File: src/rtl/pwm_cfg_uart.sv
// +----------------------------------------------------------------------------+
// | pwm_cfg_uart : 8N1 UART command receiver driving PWM generator config.      |
// | Revision     : 1.0                                                          |
// +----------------------------------------------------------------------------+
`default_nettype none

module pwm_cfg_uart #(
    parameter int CLK_FREQ     = 50000000,
    parameter int BAUD         = 115200,
    parameter int DEF_FREQ     = 50,
    parameter int TIMEOUT_BITS = 40
) (
    input  logic        clk,
    input  logic        rst_n,
    input  logic        uart_rx,
    output logic        pwm_en,
    output logic [31:0] pwm_frequency,
    output logic [7:0]  duty_cycle,
    output logic        cfg_ok,
    output logic        frame_err
);
    localparam int          DIV     = CLK_FREQ / BAUD;
    localparam int          HALF    = DIV / 2;
    localparam int          TMO_CYC = TIMEOUT_BITS * DIV;
    localparam int          BW      = $clog2(DIV + 1);
    localparam int          TW      = $clog2(TMO_CYC + 1);
    localparam logic [31:0] FMAX    = 32'(CLK_FREQ / 2);

    typedef enum logic [1:0] {RX_IDLE, RX_START, RX_DATA, RX_STOP} rx_state_e;
    typedef enum logic [2:0] {P_SYNC, P_CMD, P_PAY, P_CHK, P_EXEC} p_state_e;

    logic rx_meta_q, rx_sync_q, rx_prev_q;
    logic rx_fall;

    rx_state_e       rx_state_q, rx_state_d;
    logic [BW-1:0]   bcnt_q, bcnt_d;
    logic [2:0]      bit_q, bit_d;
    logic [7:0]      shift_q, shift_d;
    logic            byte_stb, stop_err;

    p_state_e        p_state_q, p_state_d;
    logic [7:0]      cmd_q, cmd_d;
    logic [31:0]     pay_q, pay_d;
    logic [1:0]      idx_q, idx_d;
    logic [TW-1:0]   tmo_q, tmo_d;
    logic            timeout;
    logic            err_d, wr_freq, wr_duty, wr_en;

    logic            pwm_en_q, restart_q, cfg_ok_q, frame_err_q;
    logic [31:0]     freq_q;
    logic [7:0]      duty_q;

    always_ff @(posedge clk or negedge rst_n) begin
        if (!rst_n) begin
            rx_meta_q <= 1'b1;
            rx_sync_q <= 1'b1;
            rx_prev_q <= 1'b1;
        end else begin
            rx_meta_q <= uart_rx;
            rx_sync_q <= rx_meta_q;
            rx_prev_q <= rx_sync_q;
        end
    end

    assign rx_fall = rx_prev_q & ~rx_sync_q;

    always_ff @(posedge clk or negedge rst_n) begin
        if (!rst_n) begin
            rx_state_q <= RX_IDLE;
            bcnt_q     <= '0;
            bit_q      <= '0;
            shift_q    <= '0;
        end else begin
            rx_state_q <= rx_state_d;
            bcnt_q     <= bcnt_d;
            bit_q      <= bit_d;
            shift_q    <= shift_d;
        end
    end

    always_comb begin
        rx_state_d = rx_state_q;
        bcnt_d     = bcnt_q + 1'b1;
        bit_d      = bit_q;
        shift_d    = shift_q;
        byte_stb   = 1'b0;
        stop_err   = 1'b0;
        case (rx_state_q)
            RX_IDLE: begin
                bcnt_d = '0;
                if (rx_fall) rx_state_d = RX_START;
            end
            RX_START: begin
                // A start bit that is high again at mid-bit is a line glitch.
                if (bcnt_q == BW'(HALF - 1)) begin
                    bcnt_d     = '0;
                    bit_d      = '0;
                    rx_state_d = rx_sync_q ? RX_IDLE : RX_DATA;
                end
            end
            RX_DATA: begin
                if (bcnt_q == BW'(DIV - 1)) begin
                    bcnt_d  = '0;
                    shift_d = {rx_sync_q, shift_q[7:1]};
                    bit_d   = bit_q + 3'd1;
                    if (bit_q == 3'd7) rx_state_d = RX_STOP;
                end
            end
            RX_STOP: begin
                if (bcnt_q == BW'(DIV - 1)) begin
                    bcnt_d     = '0;
                    rx_state_d = RX_IDLE;
                    byte_stb   = rx_sync_q;
                    stop_err   = ~rx_sync_q;
                end
            end
            default: rx_state_d = RX_IDLE;
        endcase
    end

    always_ff @(posedge clk or negedge rst_n) begin
        if (!rst_n) begin
            p_state_q <= P_SYNC;
            cmd_q     <= '0;
            pay_q     <= '0;
            idx_q     <= '0;
            tmo_q     <= '0;
        end else begin
            p_state_q <= p_state_d;
            cmd_q     <= cmd_d;
            pay_q     <= pay_d;
            idx_q     <= idx_d;
            tmo_q     <= tmo_d;
        end
    end

    assign timeout = (p_state_q == P_CMD || p_state_q == P_PAY || p_state_q == P_CHK)
                     && !byte_stb && (tmo_q == TW'(TMO_CYC - 1));

    always_comb begin
        p_state_d = p_state_q;
        cmd_d     = cmd_q;
        pay_d     = pay_q;
        idx_d     = idx_q;
        tmo_d     = (p_state_q == P_SYNC || byte_stb) ? '0 : tmo_q + 1'b1;
        err_d     = 1'b0;
        wr_freq   = 1'b0;
        wr_duty   = 1'b0;
        wr_en     = 1'b0;
        case (p_state_q)
            P_SYNC: if (byte_stb && shift_q == 8'hA5) p_state_d = P_CMD;
            P_CMD: begin
                if (byte_stb) begin
                    cmd_d     = shift_q;
                    idx_d     = '0;
                    p_state_d = P_PAY;
                end
            end
            P_PAY: begin
                // Bytes arrive P0 first, so shifting in from the top yields {P3,P2,P1,P0}.
                if (byte_stb) begin
                    pay_d = {shift_q, pay_q[31:8]};
                    idx_d = idx_q + 2'd1;
                    if (idx_q == 2'd3) p_state_d = P_CHK;
                end
            end
            P_CHK: begin
                if (byte_stb) begin
                    if (shift_q == (cmd_q ^ pay_q[7:0] ^ pay_q[15:8] ^ pay_q[23:16] ^ pay_q[31:24])) begin
                        p_state_d = P_EXEC;
                    end else begin
                        err_d     = 1'b1;
                        p_state_d = P_SYNC;
                    end
                end
            end
            P_EXEC: begin
                p_state_d = P_SYNC;
                case (cmd_q)
                    8'h01: begin
                        if (pay_q != '0 && pay_q <= FMAX) wr_freq = 1'b1;
                        else err_d = 1'b1;
                    end
                    8'h02: begin
                        if (pay_q[7:0] <= 8'd100) wr_duty = 1'b1;
                        else err_d = 1'b1;
                    end
                    8'h03:   wr_en = 1'b1;
                    default: err_d = 1'b1;
                endcase
            end
            default: p_state_d = P_SYNC;
        endcase
        if (stop_err || timeout) begin
            err_d     = 1'b1;
            p_state_d = P_SYNC;
        end
    end

    always_ff @(posedge clk or negedge rst_n) begin
        if (!rst_n) begin
            pwm_en_q    <= 1'b0;
            restart_q   <= 1'b0;
            freq_q      <= 32'(DEF_FREQ);
            duty_q      <= '0;
            cfg_ok_q    <= 1'b0;
            frame_err_q <= 1'b0;
        end else begin
            cfg_ok_q    <= wr_freq | wr_duty | wr_en;
            frame_err_q <= err_d;
            restart_q   <= 1'b0;
            if (wr_freq) freq_q <= pay_q;
            if (wr_duty) duty_q <= pay_q[7:0];
            // The generator latches period/duty only on a pwm_en rise, so force one low cycle.
            if ((wr_freq || wr_duty) && pwm_en_q) begin
                pwm_en_q  <= 1'b0;
                restart_q <= 1'b1;
            end else if (restart_q) begin
                pwm_en_q  <= 1'b1;
            end else if (wr_en) begin
                pwm_en_q  <= pay_q[0];
            end
        end
    end

    assign pwm_en        = pwm_en_q;
    assign pwm_frequency = freq_q;
    assign duty_cycle    = duty_q;
    assign cfg_ok        = cfg_ok_q;
    assign frame_err     = frame_err_q;

    a_no_stb_in_exec: assert property (@(posedge clk) disable iff (!rst_n)
        !(p_state_q == P_EXEC && (byte_stb || stop_err)));

endmodule

`default_nettype wire

File: config.mk
export PLATFORM = sky130hd
export DESIGN_NAME = pwm_cfg_uart
export DESIGN_NICKNAME = d
export VERILOG_FILES = /design/src/rtl/pwm_cfg_uart.sv
export SDC_FILE = /design/constraint.sdc
export NUM_CORES = 1
export LEC_CHECK = 0
export CAP_MARGIN = 20
export CORE_MARGIN = 4
export CORE_UTILIZATION = 63
export CTS_CLUSTER_SIZE = 12
export DETAILED_ROUTE_END_ITERATION = 6
export HOLD_SLACK_MARGIN = 0.02
export PLACE_DENSITY = 0.85
export RECOVER_POWER = 100
export SETUP_SLACK_MARGIN = 0.1
export SKIP_LAST_GASP = 1
export SYNTH_ARGS = -nofsm -noshare
export SYNTH_HDL_FRONTEND = slang
export SYNTH_SLANG_ARGS = --single-unit
export TNS_END_PERCENT = 50
File: constraint.sdc
create_clock -name clk -period 3.7 [get_ports clk]
set_clock_uncertainty 0.05 [all_clocks]
set_input_delay 0.74 -clock clk [delete_from_list [all_inputs] [get_ports clk]]
set_output_delay 0.74 -clock clk [all_outputs]
set_load 0.05 [all_outputs]
==> qor.txt <==
slowest cell delay on critical path = 1190 ps
drt first pass iters = 4
Avg Cell Area, Syn = 12.6 sq um
final cycle utilization of the critical path = 79.8%
Mapped Nets = 479
residual DRC count = 0
Net Switching = 0.759 mW
Int Pwr = 2.48 mW
Final Slew Violations = 37
combinational share of power = 4.3%
initial antenna violation count = 0
Worst Tran Pin Value = 2010 ps
Area Growth Syn to Fin = 18.8%
Pwr Density = 462 nW/um^2
setup_tns = 0 ps
first-pass GRT wire length = 20500 um
register area share after synthesis = 54.9%
ys flop type = dfrtp_1
Num CTS Buffers = 17
FFs w/ async S/R, synth = 100%
DPL Wire Length = 7820 um
CTS tree = built
nature of the critical path endpoint = flop
Max-slew headroom = -34.0%
Arr. time, crit path = 3300 ps
final wirelength = 12100 um
Vias = 3867
H-tree depth = 4
Setup violations, final = 0
Clock power frac = 49.6%
count leader, synth = dfrtp_1
CTS resizes = 0
CTS Hold Bufs = 0
layout cells sized above 1 = 23.5%
DR WL/cell = 18.7 um
Post-CTS Setup Inserts = 0
core area = 9150 sq um
RSZ-0062 raised after global routing = false
outcome = complete, but fails checks
Worst-Skew Late Latency = 520 ps
final hold vios = 0
DRT antenna net count = 0
cell taking the most area after synthesis = dfrtp_1
Hold Crit Class = reg2reg
FILL cells = 548
crit path max fanout = 9
Leak = 3.45 nW
initial core utilization = 64.4%
DIE HEIGHT = 105 um
Die Footprint = 11000 sq um
Crit Path Category = reg2reg
Period minus WS final = 2950 ps
dominant cells by area after synthesis = dfrtp_1, mux2_2, xnor2_1
DP Cell Count = 615
required time of the critical path = 4050 ps
Synth top cells by count = dfrtp_1, mux2_2, nor2_1
flops & latches, synth = 129
Synth top area share = 52.2%
startpoint types = flop
crit-path cells = nor4_2 > and3_1 > nand3_1 > nor3b_1 > mux2_2
Sinks on Clock Net = 129
mapped cell area = 5890 sq um
FMAX = 0.339 GHz
vias in the first global route = 3943
I/O Buffers = 45
Sequential Power Share = 46.1%
root buffer selected by CTS = clkbuf_8
Sw Ratio = 23.5%
GPL Wtd Cong = 0.892
Yosys Warn Count = 0
final non-filler cell total = 647
Vias per Instance = 5.98
DRT iter0 DRCs = 178
Max Cap Violations = 1
largest net degree at the start of global routing = 58
Die X = 105 um
Post-Synthesis Cells = 469
Max clock buf depth = 2
Row Count = 35
Layout Nets = 533
GR Util All Layers = 23.7%
Synth cell types = 50
failing checks = capacitance limit, slew limit
Max rail drop VDD = 316 uV
Worst-path clk slew = 60 ps
I/O pin count = 46
Post-synth EDFFs = 0
ant diodes = 0
critical path's slowest cell = nor3b_1
GRT Residual Overflow = 0
## area by class of cell
class | count | area [sq um] | area share, %
Inverter | 9 | 33.8 | 0.482
Timing Repair Buffer | 51 | 485 | 6.93
Multi-Input combinational cell | 315 | 2530 | 36.1
Clock inverter | 13 | 138 | 1.97
Clock buffer | 19 | 442 | 6.31
Tap cell | 111 | 139 | 1.98
Sequential cell | 129 | 3240 | 46.2
## per-layer routing
metal  part of all wire (%)  track usage, %  routed length [um]  vias up
met3                    4.8            5.50                 581       24
met1                     43            31.3                5230     1965
met2                     50            38.6                6060      110
met4                    2.0            8.72                 242        0
met5                      0               0                   0        -
li1                       -               -                   -     1768
## path summary, 6_finish.rpt
check	start	endpoint	slack (ps)	cells past startpoint
max	cmd_q[3]	duty_cycle[2]	750	5
min	rx_meta_q	rx_sync_q	310	0
max in group asynchronous	rst_n	pwm_frequency[10]	1080	2
min in group asynchronous	rst_n	tmo_q[8]	750	1
min reg2reg	rx_meta_q	rx_sync_q	310	0
max reg2reg	cmd_q[3]	duty_cycle[2]	750	5
## metrics by stage
stage,area [sq um],total power [mW],hold slack (ps),utilization [%],setup WS (ps)
6_report,7000,3.24,312,76.5,749
5_1_grt,7000,3.35,319,76.5,569
4_1_cts,7030,3.26,134,76.9,1040
3_5_place_dp,6450,1.66,299,70.5,1290
3_3_place_gp,6450,1.64,297,70.5,1360
2_1_floorplan,5890,1.59,295,-,1560
## critical path: cells and delay by family (launching register included)
family        cells  cell delay (ps)
mux               1              440
flops             1              410
simple gates      4             1930
## cell families (layout without fill, tap and decap cells)
| kind of cell | Yosys count | in the layout | synth area share, % |
|---|---|---|---|
| compound gates | 26 | 26 | 2.76 |
| xor+xnor | 55 | 55 | 9.57 |
| simple gates | 143 | 143 | 13.2 |
| buf+inv | 25 | 92 | 2.10 |
| mux | 84 | 84 | 16.0 |
| flops | 129 | 129 | 54.9 |
| fa+ha+maj | 7 | 7 | 1.49 |
## cells in the final DEF (no fill, tap or decap), types with 3 or more instances in the layout
| cell | synthesis | layout |
|---|---|---|
| nor3b_1 | 2 | 3 |
| clkbuf_1 | 6 | 4 |
| clkbuf_16 | 0 | 16 |
| and2_1 | 4 | 3 |
| nand4_1 | 8 | 8 |
| dlygate4sd3_1 | 0 | 44 |
| xnor3_1 | 6 | 6 |
| inv_1 | 9 | 9 |
| clkinv_4 | 0 | 4 |
| nand3_1 | 18 | 18 |
| dfstp_2 | 6 | 5 |
| clkinvlp_4 | 0 | 3 |
| xnor2_1 | 37 | 37 |
| dfrtp_1 | 123 | 123 |
| nor4_1 | 9 | 9 |
| mux2_2 | 76 | 75 |
| mux2i_1 | 4 | 4 |
| and3_1 | 6 | 6 |
| ha_1 | 7 | 7 |
| nor2_1 | 41 | 41 |
| clkinv_2 | 0 | 4 |
| xor2_1 | 12 | 12 |
| o22ai_1 | 3 | 3 |
| nand2_1 | 21 | 21 |
| nor3_1 | 5 | 5 |
| nor2b_1 | 4 | 4 |
| mux2_1 | 4 | 5 |
| and2b_2 | 7 | 7 |
| a21oi_1 | 5 | 5 |
| o21ai_0 | 8 | 8 |
| clkbuf_8 | 0 | 3 |
## sequential cells by signal, summed over array words and instances, names as in the netlist, named ones only
signal / cells
pay_q: 32
pwm_frequency: 32
tmo_q: 15
bcnt_q: 9
cmd_q: 8
duty_cycle: 8
shift_q: 8
bit_q: 3
p_state_q: 3
idx_q: 2
cfg_ok: 1
frame_err: 1
pwm_en: 1
restart_q: 1
rx_meta_q: 1
rx_prev_q: 1
rx_state_q: 1
rx_sync_q: 1
## power groups by stage
stage | registers (mW) | logic [mW] | clock network [mW]
2_1_floorplan | 1.49 | 0.102 | 0
3_3_place_gp | 1.51 | 0.130 | 0
6_report | 1.49 | 0.141 | 1.61
4_1_cts | 1.49 | 0.147 | 1.63
3_5_place_dp | 1.51 | 0.144 | 0
5_1_grt | 1.50 | 0.164 | 1.69
Note: power is estimated with default switching activity, not from simulation.
==> variant 1, RTL diff (same settings) <==
The parameter `CLK_FREQ` goes from 50000000 to 25000000.
--- a/src/rtl/pwm_cfg_uart.sv
+++ b/src/rtl/pwm_cfg_uart.sv
@@ -5,7 +5,7 @@
 `default_nettype none
 
 module pwm_cfg_uart #(
-    parameter int CLK_FREQ     = 50000000,
+    parameter int CLK_FREQ     = 25000000,
     parameter int BAUD         = 115200,
     parameter int DEF_FREQ     = 50,
     parameter int TIMEOUT_BITS = 40
Behaviour: no difference found for any inputs over 10 cycles, from zero or initial values and one cycle with rst_n low; that may be too few to reach the edited logic, so the function may still have changed.
==> variant 1 against the unedited design <==
- the flow still finishes with violations (max-capacitance violations, max-slew violations)
- global-route usage decreased by 0.63 points
- clock power decreased by 6%
- synthesized area decreased by 1.4%
- critical path depth increased by 2
- design area decreased by 3.0%
- non-clock buffer count increased by 1
- total power decreased by 4.2%
- count of clock-buffer cells in the layout decreased by 1
- wire length decreased by 4.1%
- maximum frequency decreased by 3.4%
- worst setup slack got worse by 0.11 ns
- sequential cell count decreased by 2
- largest cell class unchanged
==> variant 1: results (changes against the unedited design) <==
The detailed-route via count is 3671 (-5.1%). The met3 layer usage reported by global route came out at 0.0515 (-0.00345). In the post-synthesis netlist, the biggest area contributors are sky130_fd_sc_hd__dfrtp_1 (52%), sky130_fd_sc_hd__mux2_2 (12%), sky130_fd_sc_hd__xnor2_1 (6.2%). The data arrival time of the critical path came to 3.41 ns (+0.11 ns). The count of distinct cell types in the synthesized netlist is 48 (-4.0%). The highest fanout seen on the critical path came out at 8 (-1). The filler cell count is 580 (+5.8%).

The max capacitance violation total is 2 (+1). The worst-case vdd ir drop is 277 uV (-12%). The detailed-route wire length per cell came out at 18.6 um (-0.68%).

The met2 track demand over resource in global routing came out at 0.406 (+0.0194). The power spent charging and discharging nets is 0.000738 W (-2.9%). The leakage power of the design came out at 3.32 nW (-3.7%). The total count of max-transition violations in the final report was 51 (+38%). The row count came out at 34 (-2.9%).

The final HPWL from detailed placement is 7700 um (-1.6%). The run finished, with violations left. The total routed wire length on the met1 layer came to 4930 um (-5.7%).

The net count of the mapped netlist came out at 458 (-4.4%). The path depth of the worst reg2reg path is 7 (+2). The launch instance of the worst register-to-register path is bcnt_q[0]$_DFF_PN0_.

The final reports fail on max-capacitance violations, max-slew violations. The largest net degree at the start of global routing was 54 (-6.9%). The pin slew with the least headroom to its limit came out at 2.68 ns (+0.672 ns). The cell type of the slowest stage on the worst timing path is sky130_fd_sc_hd__nor4_1. The weighted congestion at the end of routability-driven global placement came out at 0.871 (-2.3%). The global-route track usage on met1 is 0.284 (-0.0290).

The global-route usage over all layers was 0.231 (-0.00626).
## variant 1: area by class of cell
| cell class | count | area [um2] | area share |
|---|---|---|---|
| Tap cell | 108 | 135 | 0.0199 |
| Clock inverter | 13 | 116 | 0.0171 |
| Timing Repair Buffer | 52 | 493 | 0.0726 |
| Multi-Input combinational cell | 302 | 2410 | 0.355 |
| Inverter | 5 | 18.8 | 0.00276 |
| Clock buffer | 18 | 428 | 0.0630 |
| Sequential cell | 127 | 3190 | 0.469 |
## variant 1: logic make-up after synthesis
logic type,Yosys count,synth area share
AND/OR/NAND/NOR,127,0.117
flip-flops,127,0.548
multiplexers,84,0.175
XOR/XNOR,59,0.0889
AO/OA/AOI/OAI,26,0.0370
buffers and inverters,20,0.0205
adder cells (fa/ha/maj),6,0.0129
## variant 1: worst max-delay path, delay by kind of cell (launching register included)
kind                     cells  cell delay [ns]
adder cells (fa/ha/maj)      1             0.15
multiplexers                 1             0.44
flip-flops                   1             0.41
AND/OR/NAND/NOR              4             1.80
buffers and inverters        1             0.08
## variant 1: power by group through the flow
stage                     combinational (W)  clock (W)  sequential (W)
after global placement             0.000120          0         0.00148
after floorplan                   0.0000906          0         0.00146
after detailed placement           0.000126          0         0.00148
after global routing               0.000138    0.00162         0.00146
final                              0.000123    0.00152         0.00146
after CTS                          0.000126    0.00155         0.00146
## variant 1: per-stage QoR
step / hold WS (ns) / setup WS [ns] / utilization / cells
floorplan: 0.295 / 1.00 / - / 449
global placement: 0.296 / 0.791 / 0.720 / 594
detailed placement: 0.300 / 0.706 / 0.720 / 594
CTS: 0.202 / 0.690 / 0.782 / 625
global route: 0.321 / 0.258 / 0.767 / 625
finish: 0.311 / 0.644 / 0.767 / 625
==> variant 2, RTL diff (same settings) <==
Without the edit above. Encoding of `p_state_e`: now Gray code (3 bits for 5 states).
--- a/src/rtl/pwm_cfg_uart.sv
+++ b/src/rtl/pwm_cfg_uart.sv
@@ -27,7 +27,7 @@
     localparam logic [31:0] FMAX    = 32'(CLK_FREQ / 2);
 
     typedef enum logic [1:0] {RX_IDLE, RX_START, RX_DATA, RX_STOP} rx_state_e;
-    typedef enum logic [2:0] {P_SYNC, P_CMD, P_PAY, P_CHK, P_EXEC} p_state_e;
+    typedef enum logic [2:0] {P_SYNC = 3'b000, P_CMD = 3'b001, P_PAY = 3'b011, P_CHK = 3'b010, P_EXEC = 3'b110} p_state_e;
 
     logic rx_meta_q, rx_sync_q, rx_prev_q;
     logic rx_fall;
Behaviour: no difference found for any inputs over 10 cycles, from zero or initial values and one cycle with rst_n low; not proved beyond that.
==> variant 2 against the unedited design <==
- wire length is 0.97% lower
- worst setup slack got worse by 0.10 ns
- critical path depth unchanged
- total power up 6.5%
- design area increased by 0.38%
- synthesized cell count grew 0.21%
- sequential share of layout area decreased by 0.17 points
- largest cell class unchanged
- worst hold slack improved by 0.0040 ns
- sequential cell count is the same
- synthesized area increased by 1.1%
==> variant 2: results (changes against the unedited design) <==
The sum of met2 wire segment lengths after detailed routing is 5950 um (-1.8%). The DRC violation total after the first TritonRoute iteration is 189 (+6.2%). Grouping stages by cell kind, the critical path spends the most delay in compound AO/OA/AOI/OAI gates. The global-route usage over all layers came out at 0.230 (-0.00732). In the synthesized netlist, the cells that appear most often are sky130_fd_sc_hd__dfrtp_1 (123), sky130_fd_sc_hd__mux2_2 (58), sky130_fd_sc_hd__xnor2_1 (38). By area the synthesized netlist is led by sky130_fd_sc_hd__dfrtp_1 (52%), sky130_fd_sc_hd__mux2_2 (11%), sky130_fd_sc_hd__xnor2_1 (5.6%).

The net count of the mapped netlist is 480 (+0.21%). The number of iterations in the first detailed-routing pass came out at 7 (+3). The total wire length after detailed routing is 12000 um (-0.97%). The wire length of the first global-routing pass came out at 20200 um (-1.4%).

The highest fanout seen on the critical path came out at 33 (+24). The power spent charging and discharging nets is 0.000741 W (-2.5%). The total routed wire length on the met1 layer is 5450 um (+4.1%).

The via density per instance is 5.81 (-2.7%). The final-stage net count is 534 (+0.19%). The share of final-layout standard cells stronger than drive strength 1 came out at 0.184 (-0.0507). The clock-pin slew on the worst setup and hold paths is 0.06 ns (about the same).

The total cell area at the placement stage is 0.00652 mm2 (+0.99%). The routed length on met3 came to 539 um (-7.2%). The leakage power of the design is 3.44 nW (about the same). The largest net degree at the start of global routing came to 63 (+8.6%).

The worst-case vdd ir drop came out at 454 uV (+43%). The total setup buffers inserted after CTS is 0 (unchanged). The relative slew slack came out at 0.0167 (+0.356). The weighted congestion at the end of routability-driven global placement was 0.810 (-9.2%). The data arrival time of the critical path was 3.40 ns (+0.10 ns). The stage delay of the slowest cell on the critical path was 0.57 ns (-0.62 ns). The number of global-route vias before repair came out at 3999 (+1.4%).

The CTS H-tree depth came out at 4 (unchanged). The final HPWL from detailed placement came out at 7620 um (-2.5%). The flow ran to the end, and the final reports show no timing, DRC or antenna violations. The sequential element share of the synthesized area is 0.543 (-0.00599). The post-placement setup slack came to 0.854 ns (-0.438 ns).

The slowest stage of the critical path belongs to the cell sky130_fd_sc_hd__or4_1. The count of distinct cell types in the synthesized netlist is 52 (+4.0%).
## variant 2: changes by cell type after synthesis, sizes merged, moves of 3 or more
| cell | change |
|---|---|
| nand4 | -4 |
| and2b | -7 |
| buf | -4 |
| xnor3 | -6 |
| o22ai | -3 |
| nand3 | -3 |
| xor2 | +9 |
| nor2b | +6 |
| clkbuf | +3 |
| mux2i | -4 |
| nor2 | -5 |
## variant 2: metrics by stage
step | power [W] | hold WS, ns | std cells
after global routing | 0.00356 | 0.321 | 666
after detailed placement | 0.00166 | 0.303 | 634
after floorplan | 0.00160 | 0.295 | 470
final | 0.00345 | 0.316 | 666
after global placement | 0.00165 | 0.296 | 634
after CTS | 0.00347 | 0.264 | 666
## variant 2: power by group through the flow
stage | Sequential (W) | Combinational, W | Clock (W)
after floorplan | 0.00152 | 0.0000817 | 0
after global placement | 0.00153 | 0.000121 | 0
after detailed placement | 0.00153 | 0.000130 | 0
after CTS | 0.00150 | 0.000132 | 0.00184
after global routing | 0.00151 | 0.000146 | 0.00190
final | 0.00150 | 0.000125 | 0.00182
## variant 2: per-layer routing
layer / global-route usage / vias to the layer above
met5: 0 / -
met4: 0.0787 / 0
met3: 0.0514 / 8
met2: 0.369 / 99
met1: 0.311 / 1982
li1: - / 1783
## variant 2: cell type report
| class | count | area [um2] |
|---|---|---|
| tap | 129 | 161 |
| clock buffer | 20 | 445 |
| timing repair buffer | 50 | 467 |
| sequential | 129 | 3240 |
| clock inverter | 12 | 206 |
| inverter | 10 | 37.5 |
| multi-input combinational | 316 | 2480 |
| fill | 581 | 2210 |
## variant 2: final timing paths
check	startpoint	endpoint	slack (ns)	cells after the start
setup / recovery	pay_q[28]$_DFFE_PN0P_	pwm_frequency[0]$_DFFE_PN0P_	0.65	5
hold / removal	rx_meta_q$_DFF_PN1_	rx_sync_q$_DFF_PN1_	0.32	0
setup reg to reg	pay_q[28]$_DFFE_PN0P_	pwm_frequency[0]$_DFFE_PN0P_	0.65	5
hold reg to reg	rx_meta_q$_DFF_PN1_	rx_sync_q$_DFF_PN1_	0.32	0
max in group asynchronous	rst_n	bcnt_q[4]$_DFF_PN0_	1.28	2
min in group asynchronous	rst_n	pwm_frequency[12]$_DFFE_PN0P_	0.52	1
## variant 2: cells by family after synthesis
group | after synthesis | share of synthesized area
fa+ha+maj | 7 | 0.0147
mux | 81 | 0.166
xor+xnor | 59 | 0.0867
simple gates | 133 | 0.119
compound gates | 36 | 0.0479
buf+inv | 25 | 0.0231
flops | 129 | 0.543
## variant 2: worst reg2reg max path, delay by kind of cell (launching register included)
| family | cells | cell delay (ns) |
|---|---|---|
| flops | 1 | 0.42 |
| simple gates | 2 | 0.92 |
| compound gates | 2 | 1.13 |
| mux | 1 | 0.42 |
